### config.mk
export PLATFORM = sky130hd
export DESIGN_NAME = mem_store_align
export DESIGN_NICKNAME = d
export VERILOG_FILES = /design/src/rtl/mem_store_align.sv
export SDC_FILE = /design/constraint.sdc
export NUM_CORES = 1
export LEC_CHECK = 0
export BUFFER_PORTS_ARGS = -buffer_cell sky130_fd_sc_hd__buf_2
export CORE_MARGIN = 1
export CORE_UTILIZATION = 45
export CTS_CLUSTER_SIZE = 24
export DETAILED_ROUTE_END_ITERATION = 16
export GPL_ROUTABILITY_DRIVEN = 0
export HOLD_SLACK_MARGIN = 0.03
export PLACE_DENSITY_LB_ADDON = 0.05
export SLEW_MARGIN = 10
export SYNTH_ARGS = -nofsm -noshare
export SYNTH_HDL_FRONTEND = slang
export SYNTH_SLANG_ARGS = --single-unit
### constraint.sdc
create_clock -name clk -period 10.7 [get_ports clk]
set_clock_uncertainty 0.15 [all_clocks]
set_input_delay 0.535 -clock clk [delete_from_list [all_inputs] [get_ports clk]]
set_output_delay 0.535 -clock clk [all_outputs]
set_load 0.02 [all_outputs]
### src/rtl/mem_store_align.sv
// ----------------------------------------------------------------------------
// mem_store_align
//
// Store-side alignment unit between the core MEM stage and the DMEM/IO write
// port. Each accepted store request (byte address, LSB-justified data, funct3)
// is turned into one or two word-aligned write beats carrying lane-shifted
// data and per-byte write enables. A store whose bytes spill past the end of
// its word is split into two beats; the second beat is held internally until
// the first has been consumed. All write-port outputs are registered.
//
// State table:
//   state   | meaning
//   --------+-----------------------------------------------------------------
//   S_IDLE  | no beat presented; ready to accept a request
//   S_FIRST | presenting beat0 of a split store; beat1 held internally
//   S_LAST  | presenting the final (or only) beat; may accept the next
//           | request in the same cycle the beat is consumed
//
// Ports:
//   clk        in   1           clock, rising edge
//   rst        in   1           asynchronous active-high reset
//   req_valid  in   1           store request valid
//   req_ready  out  1           request accepted when req_valid && req_ready
//   req_addr   in   ADDR_WIDTH  byte address
//   req_data   in   32          store data, LSB-justified
//   req_func   in   3           funct3 (SB / SH / SW)
//   mem_valid  out  1           write beat valid
//   mem_ready  in   1           beat consumed when mem_valid && mem_ready
//   mem_addr   out  ADDR_WIDTH  word-aligned beat address
//   mem_wdata  out  32          lane-shifted write data, disabled bytes zero
//   mem_we     out  4           byte enables, bit i -> mem_wdata[8i+7:8i]
//   split      out  1           current beat is the first of a split pair
// ----------------------------------------------------------------------------
module mem_store_align #(
    parameter int ADDR_WIDTH = 32
) (
    input  logic                  clk,
    input  logic                  rst,
    input  logic                  req_valid,
    output logic                  req_ready,
    input  logic [ADDR_WIDTH-1:0] req_addr,
    input  logic [31:0]           req_data,
    input  logic [2:0]            req_func,
    output logic                  mem_valid,
    input  logic                  mem_ready,
    output logic [ADDR_WIDTH-1:0] mem_addr,
    output logic [31:0]           mem_wdata,
    output logic [3:0]            mem_we,
    output logic                  split
);

    localparam logic [2:0] FNC_SB = 3'b000;
    localparam logic [2:0] FNC_SH = 3'b001;
    localparam logic [2:0] FNC_SW = 3'b010;

    typedef enum logic [1:0] {
        S_IDLE  = 2'd0,
        S_FIRST = 2'd1,
        S_LAST  = 2'd2
    } state_t;

    state_t state;

    // Second beat of a split store, waiting for beat0 to be consumed.
    logic [ADDR_WIDTH-1:0] hold_addr;
    logic [31:0]           hold_wdata;
    logic [3:0]            hold_we;

    // ------------------------------------------------------------------
    // Lane math for the request currently on the input port
    // ------------------------------------------------------------------
    logic [1:0]            lane_off;
    logic [3:0]            size_mask;
    logic                  func_ok;
    logic [31:0]           data_masked;
    logic [7:0]            we8;
    logic [63:0]           d64;
    logic [ADDR_WIDTH-1:0] base_addr;
    logic [ADDR_WIDTH-1:0] next_addr;
    logic                  has_beat1;

    always_comb begin
        size_mask = 4'b0000;
        func_ok   = 1'b1;
        case (req_func)
            FNC_SB:  size_mask = 4'b0001;
            FNC_SH:  size_mask = 4'b0011;
            FNC_SW:  size_mask = 4'b1111;
            default: func_ok   = 1'b0;
        endcase
    end

    assign lane_off = req_addr[1:0];

    // rs2 arrives as a full register; bytes beyond the access size are
    // cleared so disabled lanes always carry zeros.
    assign data_masked = req_data & {{8{size_mask[3]}}, {8{size_mask[2]}},
                                     {8{size_mask[1]}}, {8{size_mask[0]}}};

    // Shifting into a double-word window lets the upper half fall out as the
    // second beat without any special-casing per access size.
    assign we8 = {4'b0000, size_mask} << lane_off;
    assign d64 = {32'h0000_0000, data_masked} << {lane_off, 3'b000};

    assign base_addr = {req_addr[ADDR_WIDTH-1:2], 2'b00};
    assign next_addr = base_addr + ADDR_WIDTH'(4);   // wraps at the top of the address space
    assign has_beat1 = |we8[7:4];

    // ------------------------------------------------------------------
    // Request handshake
    // ------------------------------------------------------------------
    // In S_LAST the slot frees exactly when the presented beat is consumed,
    // which allows one aligned store per cycle.
    always_comb begin
        req_ready = 1'b0;
        case (state)
            S_IDLE:  req_ready = 1'b1;
            S_FIRST: req_ready = 1'b0;
            S_LAST:  req_ready = mem_ready;
            default: req_ready = 1'b0;
        endcase
    end

    logic accept;
    logic load_new;

    assign accept   = req_valid && req_ready;
    // Unsupported funct3 is still accepted but produces no beat.
    assign load_new = accept && func_ok;

    // ------------------------------------------------------------------
    // FSM and registered write-port outputs
    // ------------------------------------------------------------------
    always_ff @(posedge clk or posedge rst) begin
        if (rst) begin
            state      <= S_IDLE;
            mem_valid  <= 1'b0;
            mem_addr   <= '0;
            mem_wdata  <= 32'h0000_0000;
            mem_we     <= 4'b0000;
            split      <= 1'b0;
            hold_addr  <= '0;
            hold_wdata <= 32'h0000_0000;
            hold_we    <= 4'b0000;
        end else if (load_new) begin
            // Reachable from S_IDLE, or from S_LAST while its beat is consumed.
            mem_valid <= 1'b1;
            mem_addr  <= base_addr;
            mem_wdata <= d64[31:0];
            mem_we    <= we8[3:0];
            split     <= has_beat1;
            if (has_beat1) begin
                hold_addr  <= next_addr;
                hold_wdata <= d64[63:32];
                hold_we    <= we8[7:4];
                state      <= S_FIRST;
            end else begin
                state      <= S_LAST;
            end
        end else begin
            case (state)
                S_IDLE: begin
                    mem_valid <= 1'b0;
                end
                S_FIRST: begin
                    if (mem_ready) begin
                        mem_addr  <= hold_addr;
                        mem_wdata <= hold_wdata;
                        mem_we    <= hold_we;
                        split     <= 1'b0;
                        state     <= S_LAST;
                    end
                end
                S_LAST: begin
                    // Output registers keep their last contents while idle.
                    if (mem_ready) begin
                        mem_valid <= 1'b0;
                        state     <= S_IDLE;
                    end
                end
                default: begin
                    mem_valid <= 1'b0;
                    state     <= S_IDLE;
                end
            endcase
        end
    end

endmodule

# Yosys cells after proc, flatten, opt, wreduce, memory -nomap -nowiden
# Index checks and enable logic that the tools add are counted.
[word_totals]
ff_bits = 140
in_bits = 71
out_inout_bits = 71
wordCells = 55
[op_classes]
add_sub_neg = 1
n_eq_ne = 8
n_shift = 2
n_mux = 22
bitwise = 1
reduce_logical = 12
[ops]
columns = ["cell", "count"]
rows = [
  ["$mux 32", 6],
  ["$shl 32x5->64", 1],
  ["$add 32x3->32 const B", 1],
  ["$and 32x32->32", 1],
  ["$mux 4", 3],
  ["$pmux 4 s3", 1],
  ["$mux 2", 4],
  ["$shl 4x2->8", 1],
  ["$ne 3x3->1 const B", 2],
  ["$pmux 2 s3", 1],
  ["$reduce_and 2->1", 3],
  ["$mux 1", 5],
  ["$ne 2x2->1 const B", 2],
  ["$pmux 1 s2", 2],
  ["$reduce_bool 2->1", 2],
  ["$reduce_or 4->1", 1],
  ["$eq 3x1->1 const B", 1],
  ["$eq 3x2->1 const B", 1],
  ["$logic_not 3->1", 1],
  ["$reduce_and 3->1", 1],
  ["$reduce_or 3->1", 1],
  ["$eq 2x1->1 const B", 1],
  ["$eq 2x2->1 const B", 1],
  ["$logic_and 1x1->1", 2],
  ["$logic_not 2->1", 1],
]

# Logic depth before layout (Yosys ltp)
# Gate-level depths: netlist of run 1.
[depth]
ltp_word = 6
mapped_depth = 7
ltp_nobuf = 5

# Worst setup path before layout of run 1
# No wires, ideal clock.
[synth_timing]
path_type = "input to register"
startpoint = "input req_addr[2]"
endpoint = "register hold_addr[24]"
arrival_time_ps = 2208
required_ps = 10468
setup_slack_ps = 8260
stages = 6
n_path_buf = 1
cell_sequence = "ha_1 nand4_4 or4_1 buf_2 or4_1 a31oi_1"
[synth_between]
elab_chain_cells = 1
[synth_rtl]
columns = ["item", "line_no", "source"]
rows = [
  ["start, declared", "41", "input logic [ADDR_WIDTH-1:0] req_addr,"],
  ["$add 32x3->32", "106", "assign next_addr = base_addr + ADDR_WIDTH'(4);"],
  ["end signal, assigned", "153", "hold_addr <= next_addr;"],
  ["end, declared", "65", "logic [ADDR_WIDTH-1:0] hold_addr;"],
]
# No other way between the ends.
# A chain may end at the register's enable or synchronous reset.

# Worst setup path in the final report of run 1
[layout_timing]
startpoint = "input req_addr[0]"
endpoint = "register hold_wdata[3]"
[layout_between]
elab_chain_cells = 3
elab_cells_between_ends = 4
cone_classes = "2 x shift; 2 x reduce/logical"
[layout_rtl]
columns = ["item", "line_no", "source"]
rows = [
  ["$shl 4x2->8", "102", "assign we8 = {4'b0000, size_mask} << lane_off;"],
  ["$reduce_or 4->1", "107", "assign has_beat1 = |we8[7:4];"],
  ["$reduce_and 2->1 (no line)", "-", ""],
  ["end signal, assigned", "154", "hold_wdata <= d64[63:32];"],
  ["end, declared", "66", "logic [31:0] hold_wdata;"],
]
# Several ways; a longest one is shown, not always the timed one.

==> summary.md, run 1 <==
| Metric | Value |
|---|---|
| Crit path required time | `10.85 ns` |
| Transition at the pin with the smallest max-transition slack | `1.27 ns` |
| Clock tree from TritonCTS | `built` |
| Number of clock buffers inserted by TritonCTS | `17` |
| Routed Antenna Nets | `0` |
| Area taken by flip-flops and latches | `0.00318 mm2` |
| Root buffer cell | `clkbuf_16` |
| First-pass GRT wire length | `29.2 mm` |
| RR Endpoint | `hold_wdata[3]$_DFFE_PP0P_` |
| Post-synthesis instance area | `0.00660 mm2` |
| Most common cell after layout, fill and taps aside | `buf_2` |
| Max-slew violation total from the final report | `0` |
| Initial drt markers | `367` |
| Total number of yosys warnings | `0` |
| Kind of start point of the critical path | `input pin` |
| Largest net degree at the start of global routing | `76` |
| Flop2flop setup slack | `8.29 ns` |
| RSZ-0062 raised after global routing | `no` |
| Number of fill cells in the layout | `1281` |
| DRC errors left | `0` |
| Number of search-and-repair iterations in the first detailed-routing pass | `5` |
| Total wire length after detailed routing | `18.5 mm` |
| Number of enable-type register cells in the synthesized netlist | `0` |
| Worst EP arrival | `3.49 ns` |
| Dominant register cell in the synthesized netlist | `dfrtp_1` |
| Maximum buffer depth of the clock tree | `2` |
| Capturing element type of the critical path | `register` |
| Fin nets | `845` |
| Xor/xnor cell area share of the yosys netlist | `0.0199` |
| Per-instance average area after synthesis | `9.94 um2` |
| VDD IR-drop max | `0.128 mV` |
| Via/cell ratio | `5.90` |
| Number of failing setup endpoints in the final timing report | `0` |
| Post-synthesis mux area share | `0.0951` |
| Aggregate global-route resource usage | `0.255` |
| Simple-gate share of the synthesized area | `0.146` |
| Clock transition at path regs | `0.06 ns` |
| Async set-reset flop share out of synthesis | `1.00` |
| Most used cells in the layout excluding fill and tap cells | `139 x buf_2, 127 x dfrtp_1, 81 x o21ai_0` |
| Share of the synthesized area in compound gates (AO/OA/AOI/OAI) | `0.208` |
| Half-perimeter wire length after placement | `12.1 mm` |
| Worst slew margin relative to its limit | `0.143` |
| Boundary Pins | `142` |
| Avg WL per Cell | `19.1 um` |
| Number of distinct library cell variants in the gate-level netlist after synthesis | `51` |
| Overall die area | `0.0152 mm2` |
| CTS H-tree lvls | `4` |
| Vert. Die Dim | `123 um` |
| Sum of negative setup slack | `0 ns` |
| Max_cap viols | `0` |
| Number of global-route vias before repair | `5462` |
| CTS sink count | `127` |
| Starting Density | `0.468` |
| Synth Instances | `664` |
| Max Fanout on Critical Path | `39` |
| Multi-input logic area | `0.00313 mm2` |
| Synth Register Bits | `127` |
| Adder and majority cell fraction of the synthesized area | `0.00190` |
| Cell count of the worst reg-to-reg path | `4` |
| FF-to-FF Start | `state[0]$_DFFE_PP0P_` |
| Proportion of synthesized chip area in sequential cells | `0.481` |
| Post-CTS Setup Bufs | `0` |
| Diodes inserted | `0` |
| Max Clk Rate | `0.299 GHz` |
| Clock Latency Late Sink | `0.42 ns` |
| Static Leak | `3.79 nW` |
| Fraction of layout cells with a size suffix above 1 | `0.260` |
| Area inside the core boundary | `0.0141 mm2` |
| Number of hold-slack violations in the final timing report | `0` |
| Final critical path time including I/O delays and setup | `3.34 ns` |
| Largest family of logic cells by synthesized area | `compound AO/OA/AOI/OAI gates` |
| Hold-fix buffer count after cts | `0` |
| Cell area power density | `214 mW/mm2` |
| Type of the tightest min-delay check | `in2async` |
| Horizontal die dimension | `123 um` |
| Number of buffers inserted by port buffering | `139` |
| # resized after CTS | `0` |
| Routed vias | `5704` |
| Area added between synthesis and finish | `21.3%` |
| Outcome | `finished, final reports clean` |
| Overflow left after global routing | `0` |
| Portion of the clock cycle consumed by the worst path in the final layout | `0.312` |
| Timing startpoint of the critical path | `req_addr[0]` |
| Worst setup path endpoint | `hold_wdata[3]$_DFFE_PP0P_` |
| Total power draw | `0.00171 W` |
| Type of the setup path with the least slack | `in2reg` |
| Site row count | `43` |
| Antenna violations before repair | `1` |
cells by family (layout without fill, tap and decap cells):
logic type,after synthesis,in the layout
AOI/OAI and AO/OA,211,211
and+or+nand+nor,178,178
DFF,127,127
buffers and inverters,69,190
muxes,62,62
xor gates and xnor gates,15,15
adders and majority gates,1,1
other,1,2
metal layers:
| metal | GRT usage | wire, um | up-vias |
|---|---|---|---|
| met2 | 0.412 | 8850 | 202 |
| met4 | 0.0971 | 376 | 2 |
| met1 | 0.334 | 8210 | 2792 |
| met5 | 0 | 8 | - |
| li1 | - | - | 2681 |
| met3 | 0.0540 | 1010 | 27 |
synthesized netlist by cell type (6+ instances only):
library cell | instances | area share
dfrtp_1 | 127 | 0.48
o21ai_0 | 81 | 0.061
mux2i_1 | 56 | 0.085
nand2_1 | 54 | 0.031
a21oi_1 | 45 | 0.034
clkbuf_1 | 36 | 0.020
nand3_1 | 25 | 0.019
a22o_1 | 19 | 0.025
a221o_1 | 15 | 0.023
nor2_1 | 15 | 0.0085
xnor2_1 | 15 | 0.020
a31oi_1 | 14 | 0.013
nand4_1 | 13 | 0.012
inv_1 | 12 | 0.0068
nor3_1 | 12 | 0.0091
o2bb2ai_1 | 10 | 0.013
a2bb2oi_1 | 9 | 0.012
and2_1 | 9 | 0.0085
nand3b_1 | 9 | 0.010
or4_1 | 9 | 0.010
o221a_2 | 8 | 0.014
buf_1 | 7 | 0.0040
buf_2 | 6 | 0.0045
mux2_2 | 6 | 0.010
nor4_1 | 6 | 0.0057
power breakdown:
part	total (W)	internal [W]	switching (W)
combinational	0.000378	0.000150	0.000229
sequential	0.000667	0.000598	0.0000694
clock	0.000669	0.000455	0.000214
total	0.00171	0.00120	0.000512
worst min path at each step:
| stage | from | to | slack [ns] |
|---|---|---|---|
| 3_5_place_dp | hold_we[0]$_DFFE_PP0P_ | hold_we[0]$_DFFE_PP0P_ | 0.30 |
| 5_1_grt | rst | mem_addr[7]$_DFFE_PP0P_ | 0.13 |
| 3_3_place_gp | hold_we[0]$_DFFE_PP0P_ | hold_we[0]$_DFFE_PP0P_ | 0.29 |
| 2_1_floorplan | hold_we[0]$_DFFE_PP0P_ | hold_we[0]$_DFFE_PP0P_ | 0.28 |
| 4_1_cts | rst | mem_addr[8]$_DFFE_PP0P_ | 0.09 |
| 6_report | rst | hold_addr[5]$_DFFE_PP0P_ | 0.07 |
critical path, stage by stage:
cell,delay [ns]
buf_2,0.59
and3b_1,0.53
o2bb2ai_2,0.14
buf_4,0.31
nand2_1,0.75
a221o_1,0.60
layout make-up:
cell class / instances / share of cell area
Clock buffer: 22 / 0.0592
Clock inverter: 10 / 0.0258
Inverter: 12 / 0.00594
Multi-Input combinational cell: 469 / 0.391
Sequential cell: 127 / 0.397
Tap cell: 180 / 0.0281
Timing Repair Buffer: 146 / 0.0934
registers in the layout, indices dropped and copies added, names as in the netlist:
register / flops
mem_wdata: 32
hold_we: 3
mem_we: 4
state: 2
hold_addr: 30
split: 1
mem_valid: 1
hold_wdata: 24
mem_addr: 30
through the flow:
step | hold WS (ns) | instance area (um2) | setup slack (ns) | util | std cells
after global routing | 0.127 | 8010 | 7.13 | 0.568 | 966
final | 0.0685 | 8010 | 7.36 | 0.568 | 966
after global placement | 0.294 | 7330 | 7.04 | 0.520 | 934
after detailed placement | 0.299 | 7330 | 6.96 | 0.520 | 934
after floorplan | 0.279 | 6610 | 6.63 | - | 665
after CTS | 0.0887 | 8010 | 7.42 | 0.568 | 966
Power figures use the tool's default switching activity.
==> run 2, diff against run 1 <==
ABC_AREA = 1   (was default)
clock period = 3.1 ns   (was 10.7 ns; I/O delays follow)
==> run 2 against run 1 <==
Clock power grew to 3.1 times the previous value. Critical path depth grew 1. Via count is 21% higher. Global-route usage up 2.1 points. Power rose to 3.2 times the previous value. Critical path type is now reg2reg. Highest routed layer is now met4.
==> summary.md, run 2 <==
| Metric | Value |
|---|---|
| Vert. Die Dim | `126 um (+2.6%)` |
| Horizontal die dimension | `126 um (+2.6%)` |
| Library cell with the largest summed area after synthesis | `dfrtp_1` |
| Starting Density | `0.459 (-0.00909)` |
| Cell count of the worst reg-to-reg path | `7 (+3)` |
| Kind of start point of the critical path | `register` |
| Cell Int Power | `0.00379 W (+220%)` |
| Flop2flop setup slack | `0.44 ns (-7.85 ns)` |
| RSZ-0062 raised after global routing | `no` |
| Avg WL per Cell | `15.3 um (-20%)` |
| CTS H-tree lvls | `4 (unchanged)` |
| Timing startpoint of the critical path | `state[1]$_DFFE_PP0P_` |
| Portion of the clock cycle consumed by the worst path in the final layout | `0.860` |
| Number of buffers inserted by port buffering | `139 (unchanged)` |
| Initial drt markers | `556 (+51%)` |
| Fraction of layout cells with a size suffix above 1 | `0.170 (-0.0896)` |
| Capturing element type of the critical path | `register` |
| Fin nets | `1213 (+44%)` |
| Total number of yosys warnings | `0 (unchanged)` |
| Worst slew margin relative to its limit | `0.478 (+0.336)` |
| Post-CTS Setup Bufs | `0 (unchanged)` |
| CTS sink count | `127 (unchanged)` |
| # resized after CTS | `0 (unchanged)` |
| Registers with the most flip-flops | `mem_wdata: 32 flops, hold_addr: 30 flops, mem_addr: 30 flops` |
| Max Clk Rate | `0.375 GHz` |
| Site row count | `45 (+4.7%)` |
| Layout Utilization | `0.585 (+0.0170)` |
| Xor/xnor cell area share of the yosys netlist | `0.0189 (-0.00101)` |
| Share of total power consumed by net switching | `0.308 (+0.00904)` |
| Share of the synthesized area in compound gates (AO/OA/AOI/OAI) | `0.0883 (-0.119)` |
| Via/cell ratio | `5.13 (-13%)` |
| Largest family of logic cells by synthesized area | `simple AND/OR/NAND/NOR gates` |
| Root buffer cell | `clkbuf_16` |
| Power share of the sequential group | `0.394 (+0.005)` |
| Number of enable-type register cells in the synthesized netlist | `0 (unchanged)` |
| Pre-CTS setup slack | `0.895 ns (-6.07 ns)` |
| Synth Instances | `968 (+46%)` |
| VDD IR-drop max | `0.346 mV (+170%)` |
| Outcome | `finished, final reports clean` |
| First-pass GRT wire length | `34.1 mm (+17%)` |
| Aggregate global-route resource usage | `0.276 (+0.0212)` |
| Sum of negative setup slack | `0 ns (unchanged)` |
| Static Leak | `4.36 nW (+15%)` |
| Number of fill cells in the layout | `1464 (+14%)` |
| Most common cell after layout, fill and taps aside | `nand2_1` |
| Overflow left after global routing | `0 (unchanged)` |
| Number of clock buffers inserted by TritonCTS | `17 (unchanged)` |
| Post-synthesis instance area | `0.00696 mm2 (+5.4%)` |
| Clock Latency Late Sink | `0.42 ns (about the same)` |
| Combinational power share | `0.230 (+0.009)` |
| Antenna violations before repair | `0 (-1)` |
| Max-slew violation total from the final report | `0 (unchanged)` |
| Number of global-route vias before repair | `6457 (+18%)` |
| Area added between synthesis and finish | `27.4%` |
| Proportion of synthesized chip area in sequential cells | `0.457 (-0.0245)` |
| Largest register by flop count | `mem_wdata` |
| Total wire length after detailed routing | `20.5 mm (+11%)` |
| Number of hold-slack violations in the final timing report | `0 (unchanged)` |
| Type of the setup path with the least slack | `reg2reg` |
| Area inside the core boundary | `0.0151 mm2 (+7.4%)` |
| Launch instance of the worst min-delay path | `req_data[8]` |
| Final setup slack of the worst path | `0.435 ns (-6.92 ns)` |
| Type of the tightest min-delay check | `in2reg` |
| Top-area cell type share of the netlist area | `0.457 (-0.0245)` |
| Worst EP arrival | `2.87 ns (-0.62 ns)` |
| Final critical path time including I/O delays and setup | `2.66 ns` |
| Clock transition at path regs | `0.06 ns (about the same)` |
| Maximum buffer depth of the clock tree | `2 (unchanged)` |
| Hold path depth | `5` |
| Max_cap viols | `0 (unchanged)` |
| Cell area power density | `618 mW/mm2 (+190%)` |
| Proportion of power drawn by the clock network | `0.376 (-0.014)` |
| Dominant register cell in the synthesized netlist | `dfrtp_1` |
| Clock tree from TritonCTS | `built` |
| Async set-reset flop share out of synthesis | `1.00 (unchanged)` |
| Worst Hold Path EP | `mem_wdata[24]$_DFFE_PP0P_` |
| Adder and majority cell fraction of the synthesized area | `0.00180 (-0.0000965)` |
| Per-instance average area after synthesis | `7.19 um2 (-28%)` |
| Most used cells in the layout excluding fill and tap cells | `387 x nand2_1, 139 x buf_2, 127 x dfrtp_1` |
| Routed Antenna Nets | `0 (unchanged)` |
| Cell with the most instances after synthesis | `nand2_1` |
| Half-perimeter wire length after placement | `14.0 mm (+15%)` |
| Number of distinct library cell variants in the gate-level netlist after synthesis | `31 (-39%)` |
| Number of flip-flops under the largest register name | `32 (unchanged)` |
| Transition at the pin with the smallest max-transition slack | `0.779 ns (-0.495 ns)` |
| Number of failing setup endpoints in the final timing report | `0 (unchanged)` |
| Routed vias | `6884 (+21%)` |
| Simple-gate share of the synthesized area | `0.369 (+0.223)` |
| Largest net degree at the start of global routing | `118 (+55%)` |
| Post-synthesis mux area share | `0 (-0.0951)` |
| FF-to-FF Start | `state[1]$_DFFE_PP0P_` |
| RR Endpoint | `mem_wdata[31]$_DFFE_PP0P_` |
| Commonest cells in the synthesized netlist | `387 x nand2_1, 127 x dfrtp_1, 119 x nor2_1, 81 x nand3_1, 51 x o21ai_0` |
| Sw Pwr | `0.00169 W (+230%)` |
| Main area contributors after synthesis | `dfrtp_1 46%, nand2_1 21%, nor2_1 6.4%` |
| Boundary Pins | `142 (unchanged)` |
| Overall die area | `0.0160 mm2 (+5.3%)` |
| Max Fanout on Critical Path | `39 (unchanged)` |
| Synth Register Bits | `127 (unchanged)` |
| DRC errors left | `0 (unchanged)` |
| Crit path required time | `3.31 ns (-7.54 ns)` |
| Number of search-and-repair iterations in the first detailed-routing pass | `5 (unchanged)` |
run 2: stage by stage:
| stage | cell area, um2 | total power (W) | hold slack (ns) | instances |
|---|---|---|---|---|
| after floorplan | 6960 | 0.00296 | 0.112 | 969 |
| after global placement | 7730 | 0.00338 | -0.0287 | 1257 |
| after detailed placement | 7730 | 0.00339 | -0.0277 | 1257 |
| after CTS | 8860 | 0.00551 | 0.0302 | 1341 |
| after global routing | 8860 | 0.00576 | 0.0793 | 1341 |
| final | 8860 | 0.00548 | 0.0486 | 1342 |
run 2: logic make-up (layout without fill, tap and decap cells):
logic type      count (synthesis)  in the layout
fa+ha+maj                       1              1
buf+inv                        89            273
simple gates                  622            622
flops                         127            127
xor+xnor                       15             15
other cells                     1              3
compound gates                113            113
run 2: layout make-up:
cell class,count,area [um2],share of cell area
sequential,127,3180,0.359
antenna,1,2.50,0.000282
tap,188,235,0.0265
timing repair buffer,207,1380,0.155
inverter,35,135,0.0152
clock inverter,5,103,0.0116
clock buffer,26,499,0.0563
multi-input combinational,753,3330,0.376
run 2: power groups by stage:
stage,clock [W],sequential [W],combinational (W)
3_3_place_gp,0,0.00218,0.00121
6_report,0.00206,0.00216,0.00126
5_1_grt,0.00215,0.00220,0.00141
4_1_cts,0.00209,0.00216,0.00127
3_5_place_dp,0,0.00218,0.00121
2_1_floorplan,0,0.00241,0.000543
run 2: worst max-delay path by stage:
stage                                endpoint  slack [ns]  depth (start not counted)
floorplan           hold_addr[10]$_DFFE_PP0P_        1.23                          1
global placement        mem_we[1]$_DFFE_PP0P_        0.96                          8
detailed placement  mem_wdata[19]$_DFFE_PP0P_        0.90                          8
CTS                 mem_wdata[31]$_DFFE_PP0P_        0.42                          7
global route        mem_wdata[31]$_DFFE_PP0P_        0.25                          7
finish              mem_wdata[31]$_DFFE_PP0P_        0.44                          7
run 2: repair_timing:
item / 4_1_cts / 5_1_grt
hold endpoints to repair: 217 / 0
hold buffers: 53 / 0
endpoints found under the setup margin: 0 / 0
run 2: worst max-delay path, cell delays in order, from the launching register on:
cell	delay (ns)
dfrtp_1	0.43
a21oi_4	0.20
nand3_4	0.19
buf_4	0.32
nor2_4	0.51
nand3_1	0.13
nand3_1	0.11
dlygate4sd3_1	0.54
run 2: routing by layer:
layer | vias to the layer above | track usage | share of wire | wire length, um
li1 | 3451 | - | - | -
met1 | 3173 | 0.421 | 0.50 | 10300
met2 | 230 | 0.392 | 0.42 | 8610
met3 | 30 | 0.0451 | 0.057 | 1180
met4 | 0 | 0.0999 | 0.022 | 453
met5 | - | 0 | 0 | 0
